--- config.mk ---
export PLATFORM = sky130hd
export DESIGN_NAME = byte_serial_adder
export DESIGN_NICKNAME = d
export VERILOG_FILES = /design/src/rtl/byte_serial_adder.sv
export SDC_FILE = /design/constraint.sdc
export NUM_CORES = 1
export LEC_CHECK = 0
export CORE_MARGIN = 8
export CORE_UTILIZATION = 50
export CTS_BUF_LIST = sky130_fd_sc_hd__clkbuf_2
export CTS_CLUSTER_SIZE = 8
export DETAILED_ROUTE_END_ITERATION = 7
export PLACE_DENSITY_LB_ADDON = 0.12
export SLEW_MARGIN = 20
export SYNTH_ARGS = -nofsm -noshare
export SYNTH_HDL_FRONTEND = slang
export SYNTH_SLANG_ARGS = --single-unit
--- constraint.sdc ---
create_clock -name clk -period 4.75 [get_ports clk]
set_clock_uncertainty 0.15 [all_clocks]
set_input_delay 0.95 -clock clk [delete_from_list [all_inputs] [get_ports clk]]
set_output_delay 0.95 -clock clk [all_outputs]
set_load 0.005 [all_outputs]
--- src/rtl/byte_serial_adder.sv ---
// Purpose : adds two NBYTES-wide operands one byte per cycle through an external 8-bit adder.
// Latency : NBYTES cycles in RUN, then a one-cycle DONE (done pulse); result valid from DONE onward.
// Backpr. : none; start is only sampled in IDLE, so requests during RUN/DONE are dropped.
// Ports   : clk/rst (async active-high); start, x1, x2, cin request an addition;
//           add_x1/add_x2/add_cin drive the external adder, add_sum/add_cout return from it;
//           sum/cout are the registered result, busy marks RUN, done marks completion.
module byte_serial_adder #(
    parameter int NBYTES = 4
) (
    input  logic                  clk,
    input  logic                  rst,
    input  logic                  start,
    input  logic [8*NBYTES-1:0]   x1,
    input  logic [8*NBYTES-1:0]   x2,
    input  logic                  cin,
    output logic [7:0]            add_x1,
    output logic [7:0]            add_x2,
    output logic                  add_cin,
    input  logic [7:0]            add_sum,
    input  logic                  add_cout,
    output logic [8*NBYTES-1:0]   sum,
    output logic                  cout,
    output logic                  busy,
    output logic                  done
);

    localparam int IW = (NBYTES > 1) ? $clog2(NBYTES) : 1;
    localparam logic [IW-1:0] LAST_IDX = IW'(NBYTES - 1);

    typedef enum logic [1:0] {
        IDLE = 2'd0,
        RUN  = 2'd1,
        DONE = 2'd2
    } state_t;

    state_t                state_q, state_d;
    logic [IW-1:0]         idx_q, idx_d;
    logic                  carry_q, carry_d;
    logic [8*NBYTES-1:0]   x1_q, x1_d;
    logic [8*NBYTES-1:0]   x2_q, x2_d;
    logic [8*NBYTES-1:0]   sum_q, sum_d;
    logic                  cout_q, cout_d;

    always_ff @(posedge clk or posedge rst) begin
        if (rst) begin
            state_q <= IDLE;
            idx_q   <= '0;
            carry_q <= 1'b0;
            x1_q    <= '0;
            x2_q    <= '0;
            sum_q   <= '0;
            cout_q  <= 1'b0;
        end else begin
            state_q <= state_d;
            idx_q   <= idx_d;
            carry_q <= carry_d;
            x1_q    <= x1_d;
            x2_q    <= x2_d;
            sum_q   <= sum_d;
            cout_q  <= cout_d;
        end
    end

    always_comb begin
        state_d = state_q;
        idx_d   = idx_q;
        carry_d = carry_q;
        x1_d    = x1_q;
        x2_d    = x2_q;
        sum_d   = sum_q;
        cout_d  = cout_q;
        add_x1  = 8'd0;
        add_x2  = 8'd0;
        add_cin = 1'b0;
        busy    = 1'b0;
        done    = 1'b0;

        case (state_q)
            IDLE: begin
                if (start) begin
                    // Operands are captured so later input changes cannot disturb the run.
                    x1_d    = x1;
                    x2_d    = x2;
                    carry_d = cin;
                    idx_d   = '0;
                    sum_d   = '0;
                    state_d = RUN;
                end
            end
            RUN: begin
                busy    = 1'b1;
                add_cin = carry_q;
                // Byte select/insert as a decoded loop keeps every slice constant-indexed.
                for (int b = 0; b < NBYTES; b++) begin
                    if (idx_q == IW'(b)) begin
                        add_x1           = x1_q[b*8 +: 8];
                        add_x2           = x2_q[b*8 +: 8];
                        sum_d[b*8 +: 8]  = add_sum;
                    end
                end
                carry_d = add_cout;
                // Index may wrap after the last byte; it is re-cleared on the next start.
                idx_d   = idx_q + 1'b1;
                if (idx_q == LAST_IDX) begin
                    cout_d  = add_cout;
                    state_d = DONE;
                end
            end
            DONE: begin
                done    = 1'b1;
                state_d = IDLE;
            end
            default: begin
                state_d = IDLE;
            end
        endcase
    end

    assign sum  = sum_q;
    assign cout = cout_q;

endmodule

=== Yosys cells after proc, flatten, opt, wreduce, memory -nomap -nowiden ===
Index checks and enable logic that the tools add are counted.

* Flip-flop bits (word level): 102
* Input port bits: 77
* Output and inout bits: 52

* Add/sub/neg operators: 1
* Equality and inequality tests: 10
* Mux-type cells: 26
* Reduce and logical (&&, ||, !) cells: 11

{| class="wikitable"
|+ Operator list
! operator !! number
|-
| $mux 8 || 14
|-
| $pmux 32 s2 || 1
|-
| $mux 32 || 1
|-
| $reduce_and 3->1 || 4
|-
| $ne 2x2->1 const B || 5
|-
| $pmux 2 s2 || 2
|-
| $reduce_and 2->1 || 4
|-
| $eq 2x2->1 const B || 3
|-
| $mux 2 || 3
|-
| $eq 2x1->1 const B || 2
|-
| $logic_not 2->1 || 2
|-
| $mux 1 || 4
|-
| $add 2x1->2 const B || 1
|-
| $pmux 1 s2 || 1
|-
| $reduce_bool 2->1 || 1
|}

=== Depth between registers and ports, before layout ===
* Depth after elaboration: 6
* Gate-level depth with buffers: 8
* Mapped depth without buffers: 5

=== Least setup slack after synthesis ===
OpenSTA, ideal clock, no wires.

* Path type: register to output
* From: register idx_q[0]
* To: output add_x2[0]
* Arrival time: 1559 ps
* Data required time: 3650 ps
* Slack: 2091 ps
* Cell stages (with the launch flop): 8
* Buffers on the path: 3
* Cells stage by stage: dfrtp_1 > ha_1 > buf_6 > nor2b_1 > clkbuf_2 > buf_6 > a221oi_1 > o41ai_1

* Word-level cells in the longest chain between the ends: 6
* Elaborated cells between the ends (all ways): 9
* Classes of those cells: eq/ne: 3; mux: 5; reduce/logical: 1

{| class="wikitable"
|+ RTL lines
! item !! RTL line !! text
|-
| start: declaration || 37 || <nowiki>logic [IW-1:0] idx_q, idx_d;</nowiki>
|-
| start signal: assignment || 55 || <nowiki>idx_q <= idx_d;</nowiki>
|-
| $logic_not 2->1 || 95 || <nowiki>if (idx_q == IW'(b)) begin</nowiki>
|-
| $mux 8 (3 in series) || 95 ||
|-
| $mux 8 * || 95 ||
|-
| $mux 8 * || 78 || <nowiki>case (state_q)</nowiki>
|-
| end: declaration || 17 || <nowiki>output logic [7:0] add_x2,</nowiki>
|}

Mark *: on every way between the ends. The rest lies on a longest branch, timed or not.

=== Worst setup path in the final report ===
* From: register idx_q[0]
* To: output add_x1[7]

* Word-level cells in the longest chain between the ends: 6
* Elaborated cells between the ends (all ways): 9
* Classes of those cells: eq/ne: 3; mux: 5; reduce/logical: 1

{| class="wikitable"
|+ RTL lines
! item !! RTL line !! text
|-
| $logic_not 2->1 || 95 ||
|-
| $mux 8 (3 in series) || 95 ||
|-
| $mux 8 * || 95 ||
|-
| $mux 8 * || 78 ||
|-
| end: declaration || 16 || <nowiki>output logic [7:0] add_x1,</nowiki>
|}

Marks and branches as above.

==> reports/results.tsv <==
metric	value	unit
yosys.area.top_type	dfrtp_1	
antenna_found_initial	0	
syn_nets	433	
required	3.65	ns
synthCells	352	
gp_congestion	0.755	
hold_path_class	reg -> reg	
area_growth	29.9	%
holdBufCountCts	0	
peakVddDrop	0.294	mV
die_area	0.0129	mm2
avgSynthCellArea	13.6	um2
cts-root-buf	clkbuf_2	
coreArea	0.00924	mm2
ant_nets	0	
worstSetupPathType	reg -> out	
critPathMaxFanout	11	
max_slew_margin	44.7	%
antenna_cells	0	
ios	129	
post-cts-setup-buffer-count	0	
fin_setup_tns	0	ns
status	finished, final reports clean	
leakagePower	2.56	nW
clk_pin_slew	0.27	ns
place_hpwl	8000	um
synth-seq-cells	102	
first_iter_violations	114	
synth-edff-count	0	
wirelength	11200	um
finalSetupViolCount	0	
htreeDepth	3	
fin_nets	553	
synth_warnings	0	
drive_above_1_share	16.6	%
start_util	51.7	%
track_usage	17.7	%
grt_pass1_vias	3462	
ys_async_sr_fraction	100	%
drv_cap	0	
hold_viol	0	
grt_first_pass_wirelength	18100	um
setup_slack	0.527	ns
clk_path_buf_depth	2	
final.fill_count	708	
startpoint_type	flip-flop	
ys_seq_area_share	53.4	%
cts_made_buffers	9	
synth_top_area_share	53.4	%
netlist_top_cells_count	dfrtp_1 (102), mux2_1 (49), mux2_2 (48), nor2b_1 (24), a22o_1 (17)	
worstPathArrival	3.12	ns
drc_errors	0	
ff_latch_area	0.00255	mm2
fp.dieW	114	um
clkLatencyLatePin	0.55	ns
tightestPinTransition	0.830	ns
synth.most_common_cell	dfrtp_1	
ys.flop_type	dfrtp_1	
final_max_slew_viol_count	0	
vias_per_cell	5.53	
tritoncts	done	
portBuffers	128	
multi_input_area	0.00201	mm2
grt-ovfl-total	0	
wl_per_cell	18.6	um
post_cts_resized	0	
period_minus_slack	4.22	ns
grt_max_degree	66	
synthesis.area	0.00478	mm2
die_y	114	um
rows	35	
synth_cell_types	32	
via_count	3345	
crit_path_end_kind	output pin	
clock.fmax	237	MHz
drt-pass1-iter-count	4	
clock-sinks	102	
period_share	88.9	%
dp_slack	1.18	ns
rsz0062_at_grt	false	
p_per_area	609	mW/mm2
synthTopCellsByArea	dfrtp_1 (53%), mux2_1 (12%), mux2_2 (11%), nor2b_1 (3.1%), a22o_1 (3.1%)	
==> cells in the final DEF (no fill, tap or decap), drive strengths merged <==
cell	instances
a21oi	3
a221o	1
a221oi	16
a22o	17
and2	10
and2b	2
buf	10
bufinv	1
clkbuf	9
clkdlybuf4s50	128
clkinv	3
clkinvlp	1
dfrtp	102
ha	4
inv	5
mux2	97
nand2	3
nand2b	3
nand3	16
nand3b	1
nor2b	24
nor3b	1
o21ai	1
o21bai	2
o41ai	16
==> kinds of logic (layout without fill, tap and decap cells) <==
logic type | after synthesis | count (layout) | synth area share, %
flip-flops | 102 | 102 | 53.4
multiplexers | 97 | 97 | 22.9
AND/OR/NAND/NOR | 60 | 60 | 7.70
AO/OA/AOI/OAI | 56 | 56 | 10.3
buffers and inverters | 33 | 157 | 4.61
adder cells (fa/ha/maj) | 4 | 4 | 1.05
==> state kept, by name (all words and copies together) (netlist names) <==
| signal | count |
|---|---|
| carry_q | 1 |
| sum | 32 |
| x1_q | 32 |
| idx_q | 2 |
| cout | 1 |
| x2_q | 32 |
| state_q | 2 |
==> final cells by class <==
type / count / share of cell area [%]
multi-input combinational: 217 / 32.4
tap: 129 / 2.60
timing repair buffer: 138 / 21.9
inverter: 4 / 0.282
sequential: 102 / 41.1
clock inverter: 6 / 1.01
clock buffer: 9 / 0.726
==> report_power, final <==
part           internal (W)  leakage [nW]  total [W]  switching, W
Combinational       0.00108          1.26    0.00187      0.000790
Clock              0.000118        0.0634   0.000400      0.000282
Sequential          0.00127          1.24    0.00150      0.000233
==> final timing paths <==
path | depth (start not counted) | slack [ns] | from | to
hold / removal | 1 | 0.37 | x1_q[27] | x1_q[27]
min in group asynchronous | 2 | 0.53 | rst | sum[27]
hold reg to reg | 1 | 0.37 | x1_q[27] | x1_q[27]
max in group asynchronous | 3 | 3.00 | rst | x1_q[23]
setup reg to reg | 5 | 2.36 | state_q[1] | cout
setup / recovery | 7 | 0.53 | idx_q[0] | add_x1[7]
==> critical path, cell delays in order, from the launching register on <==
cell and delay [ns]:
dfrtp_1 0.48, inv_1 0.11, ha_1 0.18, nor2b_1 0.40, buf_4 0.28, a221oi_1 0.11
o41ai_1 0.41, clkdlybuf4s50_1 0.60
==> per-stage QoR <==
step	instances	hold slack [ns]	total power (W)	utilization, %	cell area, um2
after floorplan	352	0.308	0.00267	-	4780
after global placement	590	0.318	0.00336	66.0	6100
after detailed placement	590	0.324	0.00343	66.0	6100
after CTS	605	0.376	0.00382	67.1	6200
after global routing	605	0.392	0.00405	67.1	6200
final	605	0.371	0.00378	67.1	6200
==> layer usage <==
layer	wire, um	vias to the layer above	GRT usage [%]
li1	-	1540	-
met1	4930	1681	22.7
met2	5280	107	27.6
met3	790	17	5.65
met4	225	0	6.39
met5	0	-	0
No activity file was read; power rests on OpenSTA's default activity.
